$ cat config.mk
export PLATFORM = sky130hd
export DESIGN_NAME = if_stage
export DESIGN_NICKNAME = d
export VERILOG_FILES = /design/src/rtl/if_stage_pkg.sv /design/src/rtl/if_id_reg.sv /design/src/rtl/if_stage.sv
export SDC_FILE = /design/constraint.sdc
export NUM_CORES = 1
export LEC_CHECK = 0
export CORE_MARGIN = 2
export CORE_UTILIZATION = 50
export CTS_BUF_LIST = sky130_fd_sc_hd__clkbuf_4
export CTS_CLUSTER_SIZE = 40
export DETAILED_ROUTE_END_ITERATION = 10
export PLACE_DENSITY = 0.8
export SYNTH_ARGS = -nofsm -noshare
export SYNTH_HDL_FRONTEND = slang
export SYNTH_HIERARCHICAL = 1
export SYNTH_SLANG_ARGS = --single-unit
$ cat constraint.sdc
create_clock -name clk -period 7.52 [get_ports clk]
set_clock_uncertainty 0.15 [all_clocks]
set_input_delay 1.128 -clock clk [delete_from_list [all_inputs] [get_ports clk]]
set_output_delay 1.128 -clock clk [all_outputs]
set_load 0.005 [all_outputs]
$ cat src/rtl/if_stage_pkg.sv
// Shared definitions for the instruction-fetch stage: fetch FSM states,
// instruction word width and the default sequential PC step.
package if_stage_pkg;

    typedef enum logic [1:0] {
        ST_IDLE = 2'd0,
        ST_REQ  = 2'd1,
        ST_WAIT = 2'd2
    } fetch_state_t;

    localparam int unsigned INSTR_W     = 32;
    localparam int unsigned PC_STEP_DEF = 4;

endpackage

$ cat src/rtl/if_id_reg.sv
// IF/ID pipeline register. clear drops the valid bit, load captures a new
// fetch, hold keeps the current contents; otherwise the held entry is
// treated as consumed and valid drops. Payload fields keep their last value
// after valid drops.
module if_id_reg
    import if_stage_pkg::*;
#(
    parameter int unsigned XLEN = 32
) (
    input  logic               clk,
    input  logic               rst,
    input  logic               load,
    input  logic               hold,
    input  logic               clear,
    input  logic [INSTR_W-1:0] d_instr,
    input  logic [XLEN-1:0]    d_pc,
    input  logic [XLEN-1:0]    d_pc_plus4,
    output logic               valid,
    output logic [INSTR_W-1:0] instr,
    output logic [XLEN-1:0]    pc,
    output logic [XLEN-1:0]    pc_plus4
);

    // Register update: clear beats load, load beats hold.
    always_ff @(posedge clk) begin
        if (rst) begin
            valid    <= 1'b0;
            instr    <= '0;
            pc       <= '0;
            pc_plus4 <= '0;
        end else if (clear) begin
            valid <= 1'b0;
        end else if (load) begin
            valid    <= 1'b1;
            instr    <= d_instr;
            pc       <= d_pc;
            pc_plus4 <= d_pc_plus4;
        end else if (!hold) begin
            valid <= 1'b0;
        end
    end

endmodule

$ cat src/rtl/if_stage.sv
// Instruction-fetch stage: owns the PC, issues single-outstanding requests
// to a variable-latency imem, fills the IF/ID register and steers the PC on
// branch / jump / register-jump redirects and flushes.
// Optional macro IF_JR_EN adds the jr / jr_target register-jump ports.
module if_stage
    import if_stage_pkg::*;
#(
    parameter int unsigned     XLEN     = 32,
    parameter logic [XLEN-1:0] RESET_PC = '0,
    parameter int unsigned     PC_STEP  = PC_STEP_DEF
) (
    input  logic               clk,
    input  logic               rst,
    output logic               imem_req,
    output logic [XLEN-1:0]    imem_addr,
    input  logic               imem_rvalid,
    input  logic [INSTR_W-1:0] imem_rdata,
    input  logic               id_stall,
    input  logic               br_taken,
    input  logic [15:0]        br_offset,
    input  logic               jmp,
    input  logic [25:0]        jmp_index,
`ifdef IF_JR_EN
    input  logic               jr,
    input  logic [XLEN-1:0]    jr_target,
`endif
    input  logic               flush,
    output logic               if_valid,
    output logic [INSTR_W-1:0] if_instr,
    output logic [XLEN-1:0]    if_pc,
    output logic [XLEN-1:0]    if_pc_plus4
);

    fetch_state_t    state_q, state_d;
    logic [XLEN-1:0] pc_q;
    logic [XLEN-1:0] pc_seq;
    logic [XLEN-1:0] br_target;
    logic [XLEN-1:0] jmp_target;
    logic [XLEN-1:0] jr_addr;
    logic [XLEN-1:0] target;
    logic            discard_q;
    logic            jr_req;
    logic            redirect;
    logic            rsp_take;
    logic            ifid_clear;

    // Redirect decode and target selection (jr > jmp > br_taken).
    always_comb begin
`ifdef IF_JR_EN
        jr_req  = jr;
        jr_addr = jr_target & ~XLEN'(3);
`else
        jr_req  = 1'b0;
        jr_addr = '0;
`endif
        redirect   = jr_req | jmp | br_taken;
        br_target  = if_pc_plus4 + {{(XLEN-18){br_offset[15]}}, br_offset, 2'b00};
        jmp_target = {if_pc_plus4[XLEN-1:28], jmp_index, 2'b00};
        if (jr_req) begin
            target = jr_addr;
        end else if (jmp) begin
            target = jmp_target;
        end else begin
            target = br_target;
        end
        pc_seq     = pc_q + XLEN'(PC_STEP);
        ifid_clear = redirect | flush;
    end

    // Fetch FSM next state and request strobe. Only issue when IF/ID is
    // free or draining this cycle, so the response always has a slot.
    always_comb begin
        state_d   = state_q;
        imem_req  = 1'b0;
        imem_addr = pc_q;
        rsp_take  = 1'b0;
        case (state_q)
            ST_IDLE: state_d = ST_REQ;
            ST_REQ: begin
                imem_req = ~redirect & (~if_valid | ~id_stall);
                if (imem_req) begin
                    state_d = ST_WAIT;
                end
            end
            ST_WAIT: begin
                if (imem_rvalid) begin
                    state_d  = ST_REQ;
                    rsp_take = ~discard_q & ~redirect & ~flush;
                end
            end
            default: state_d = ST_IDLE;
        endcase
    end

    // State, PC and discard tracking. pc only advances when a fetch lands,
    // so a flushed fetch is retried from the same pc.
    always_ff @(posedge clk) begin
        if (rst) begin
            state_q   <= ST_IDLE;
            pc_q      <= RESET_PC;
            discard_q <= 1'b0;
        end else begin
            state_q <= state_d;
            if (redirect) begin
                pc_q <= target;
            end else if (rsp_take) begin
                pc_q <= pc_seq;
            end
            if (state_q == ST_WAIT) begin
                if (imem_rvalid) begin
                    discard_q <= 1'b0;
                end else if (ifid_clear) begin
                    discard_q <= 1'b1;
                end
            end
        end
    end

    if_id_reg #(
        .XLEN(XLEN)
    ) u_if_id (
        .clk        (clk),
        .rst        (rst),
        .load       (rsp_take),
        .hold       (id_stall),
        .clear      (ifid_clear),
        .d_instr    (imem_rdata),
        .d_pc       (pc_q),
        .d_pc_plus4 (pc_seq),
        .valid      (if_valid),
        .instr      (if_instr),
        .pc         (if_pc),
        .pc_plus4   (if_pc_plus4)
    );

endmodule
* Word-level counts from Yosys, hierarchy flattened *
Cells that the tools add are included.

operators by class
  add/subtract/negate cells = 2
  equality and inequality tests = 5
  muxes and demuxes = 13
  bitwise logic cells = 12
  reduce and logical (&&, ||, !) cells = 7

operator list
  operator                 number
  $mux W32                 3
  $add A32 B3 Y32 const B  1
  $add A32 B32 Y32         1
  $mux W1                  7
  $not A1 Y1               6
  $pmux W2 S3              1
  $reduce_and A2 Y1        3
  $mux W2                  2
  $ne A2 B2 Y1 const B     2
  $reduce_bool A2 Y1       2
  $and A1 B1 Y1            3
  $or A1 B1 Y1             3
  $eq A2 B1 Y1 const B     1
  $eq A2 B2 Y1 const B     1
  $logic_not A2 Y1         1
  $ne A2 B1 Y1 const B     1
  $reduce_or A2 Y1         1

word-level totals
  flip-flop bits (word level) = 132
  bits of input ports = 81
  output and inout port bits = 130
  logic and storage cells = 46

* Longest topological paths before layout *
  depth in word-level cells = 8
  depth in mapped cells = 10
  depth with buffers taken out = 10

* Hierarchy *
Netlist, hierarchy kept.

modules (own cells, without submodules)
  module     instances  cells each  area an instance (um^2)  sequential area each (um^2)
  if_id_reg  1          439         4,404.2                  1,941.9
  if_stage   1          553         3,985.1                  700.7

* Worst setup path after synthesis *
No wires, ideal clock.

  kind = input -> register
  start = input br_offset[0]
  end = register pc_q[24], in the netlist imem_addr[24]
  setup time = 0.060 ns
  arrival time = 3.368 ns
  required time = 7.310 ns
  slack = 3.943 ns
  stages = 10
  path buffers = 0
  cell sequence = ha_1 fa_1 a21o_1 nand3_1 a21oi_1 a211oi_2 a211oi_1 mux2_1 a2111oi_0 a31o_1

on the way
  word-level cells in the longest chain between the ends = 3

RTL lines
  element                 line             text
  start: declaration      if_stage.sv:20   input logic [15:0] br_offset,
  $add A32 B32 Y32        if_stage.sv:57   br_target = if_pc_plus4 + {{(XLEN-18){br_offset[15]}}, br_offset, 2'b00};
  $mux W32                if_stage.sv:61   end else if (jmp) begin
  $mux W32                if_stage.sv:104  if (redirect) begin
  end signal: assignment  if_stage.sv:105  pc_q <= target;
  end signal: assignment  if_stage.sv:107  pc_q <= pc_seq;
  end: declaration        if_stage.sv:35   logic [XLEN-1:0] pc_q;

No other way between the ends.
A chain may end at the register's enable or synchronous reset.

* Final worst setup path *
  start = input br_taken
  end = output imem_req

on the way
  word-level cells in the longest chain between the ends = 4

RTL lines
  element             line            text
  start: declaration  if_stage.sv:19  input logic br_taken,
  $or A1 B1 Y1        if_stage.sv:56  redirect = jr_req | jmp | br_taken;
  $not A1 Y1          if_stage.sv:80  imem_req = ~redirect & (~if_valid | ~id_stall);
  $and A1 B1 Y1       if_stage.sv:80
  $mux W1             if_stage.sv:77  case (state_q)
  end: declaration    if_stage.sv:14  output logic imem_req,

No other way between the ends.

==> impl_metrics.ini <==
[sta]
slew_viol_final = 0
worst_slew_pin_slew_ns = 1.09
hold_viol_final = 0
setup_viol = 0
setup-tns-final_ns = 0
rsz0062_at_grt = no
period_share = 0.604
max_freq_mhz = 220
period_needed_ns = 4.54
slew_headroom = 0.271

[run]
max_cap_viol_count = 0

[synthesis]
synth_cells = 992
avgSynthCellArea_um2 = 8.46
seq_area_frac_synth = 0.315
synthFlopType = dfxtp_1
synth_seq_cells = 132
ys_async_sr_fraction = 0
synth-edff-count = 0
ys_types = 75
syn_nets = 1104
yosysWarnings = 6
syn-cell-area_mm2 = 0.00839

[critical_path]
crit_end = imem_req
cpLargestDelayFamily = buffers and inverters
worstSetupEndpointType = primary output
slowest_delay_ns = 0.59
critical_path_class = input pin to primary output
start_kind = input pin
crit_chain = clkdlybuf4s50_1 -> buf_4 -> nor2_1 -> nand3_1 -> nor2_1 -> clkdlybuf4s50_1
timing.rr.end = imem_addr[30]$_SDFFE_PP0P_
critPathBufInv = 3
cp.required_ns = 6.24
reg2reg_slack_ns = 4.19
crit_slowest_cell = nor2_1
r2r_start = u_if_id/pc_plus4[2]$_SDFFE_PP0P_
crit_fanout = 37
reg2regPathDepth = 10
cp_num_cells = 6
startpoint = br_taken
crit_arrival_ns = 3.26

[clock_network]
cts_buffer_depth = 2
cts.sinks = 132
root_buffer = clkbuf_4
cts_max_level = 4
cts_resized = 0
clkTransAtPathRegs_ns = 0.12
cts_tree = built
cts.hold.buffers_added = 0
numCtsBuffers = 17
cts_setup_buffers = 0
clock_insertion_delay_worst_skew_ns = 0.55

[placement]
dp_hpwl_um = 17900
routabilityCongestion = 0.983
io_buffers = 210

[global_routing]
grt_max_degree = 116
antenna_found_initial = 0
grt_pass1_wl_um = 40700
grt_usage = 0.286
grt_pass1_vias = 7635
grt_overflow = 0

[detailed_routing]
drc = 0
post_drt_wl_per_cell_um = 18.9
first_iter_violations = 736
via_per_inst = 5.91
vias = 8167
wirelength_um = 26100
ant_nets = 0
firstDrtPassIters = 5

[cells_and_area]
area_delta_synth_final_pct = 28.0
drive_above_1_share = 0.0550
final_common_cell = clkdlybuf4s50_1
num_antenna_cells = 0
layout_common_cells = 209 x clkdlybuf4s50_1, 132 x dfxtp_1, 97 x nand2b_1
fillers = 1472
num-nets-final = 1263
final_core_util = 0.652

[power]
leakagePower_nw = 3.89
power_w = 0.00143
ir_drop_uv = 84.6
p_per_area_mw_per_mm2 = 133

[status]
status = complete, no violations

[die]
io_pins = 211
rows = 47
coreArea_mm2 = 0.0165
fp.dieW_um = 134
initial_core_util = 0.509
die_area_mm2 = 0.0178
dieHeight_um = 134

[min_path]
hold_path_class = flip-flop to flip-flop
==> worst min-delay path by stage <==
stage / start / end / slack (ns) / cells after the start
floorplan: u_if_id/instr[0]$_SDFFE_PP0P_ / u_if_id/instr[0]$_SDFFE_PP0P_ / 0.31 / 2
global placement: u_if_id/instr[2]$_SDFFE_PP0P_ / u_if_id/instr[2]$_SDFFE_PP0P_ / 0.30 / 2
detailed placement: u_if_id/instr[15]$_SDFFE_PP0P_ / u_if_id/instr[15]$_SDFFE_PP0P_ / 0.31 / 2
CTS: u_if_id/pc[18]$_SDFFE_PP0P_ / u_if_id/pc[18]$_SDFFE_PP0P_ / 0.32 / 2
global route: u_if_id/instr[7]$_SDFFE_PP0P_ / u_if_id/instr[7]$_SDFFE_PP0P_ / 0.33 / 2
finish: u_if_id/instr[16]$_SDFFE_PP0P_ / u_if_id/instr[16]$_SDFFE_PP0P_ / 0.32 / 2
==> sequential cells by signal, indices dropped and copies added, names as in the netlist <==
name	count
u_if_id/pc	32
u_if_id/pc_plus4	32
state_q	2
discard_q	1
u_if_id/instr	32
imem_addr	32
u_if_id/valid	1
==> report_power, final <==
group	total, W	internal, W	switching [W]	leakage [nW]
sequential	0.000740	0.000711	0.0000282	1.07
clock	0.000477	0.000207	0.000270	0.144
combinational	0.000214	0.000116	0.0000971	2.68
==> worst register-to-register path: stages (launching register included) <==
cell and delay, ns:
dfxtp_1 0.40, ha_1 0.25, fa_1 0.23, a21o_1 0.15
nand3_1 0.13, a21oi_1 0.34, a211oi_2 0.18, a2111oi_1 0.57
o21ai_0 0.21, a32o_1 0.25, or3_1 0.36
==> cell type report <==
cell class / count / area [um^2] / share of cell area
inverter: 15 / 56.3 / 0.00524
tap: 220 / 275 / 0.0256
sequential: 132 / 2640 / 0.246
clock buffer: 21 / 158 / 0.0147
multi-input combinational: 768 / 5340 / 0.498
clock inverter: 10 / 110 / 0.0103
timing repair buffer: 217 / 2150 / 0.200
==> through the flow <==
step                      hold WS [ns]  std cells  worst slack (ns)  area, um^2
after floorplan                  0.309        992              3.94        8390
after global placement           0.300       1352              2.78       10500
after detailed placement         0.305       1352              2.57       10500
after CTS                        0.323       1383              2.97       10700
after global routing             0.335       1383              2.91       10700
final                            0.321       1383              2.98       10700
==> Yosys cell counts, drive strengths merged (28+ instances only) <==
library cell | instances | area (um^2)
a21oi | 50 | 250
clkbuf | 54 | 209
dfxtp | 132 | 2640
ha | 30 | 375
nand2 | 66 | 250
nand2b | 97 | 607
nand4bb | 96 | 1080
nor2 | 68 | 258
o21ai | 123 | 653
xnor2 | 35 | 307
xor2 | 28 | 260
==> logic make-up after synthesis <==
kind of cell / count (synthesis) / share of synthesized area
AO/OA/AOI/OAI: 261 / 0.192
XOR/XNOR: 63 / 0.0676
adder cells (fa/ha/maj): 31 / 0.0471
buffers and inverters: 92 / 0.0483
flip-flops: 132 / 0.315
multiplexers: 5 / 0.00611
AND/OR/NAND/NOR: 408 / 0.324
==> layer usage <==
metal | vias up | track usage | share of wire
li1 | 3915 | - | -
met3 | 60 | 0.0597 | 0.079
met4 | 0 | 0.116 | 0.029
met2 | 380 | 0.447 | 0.45
met1 | 3812 | 0.384 | 0.45
met5 | - | 0 | 0
Power figures use the tool's default switching activity.
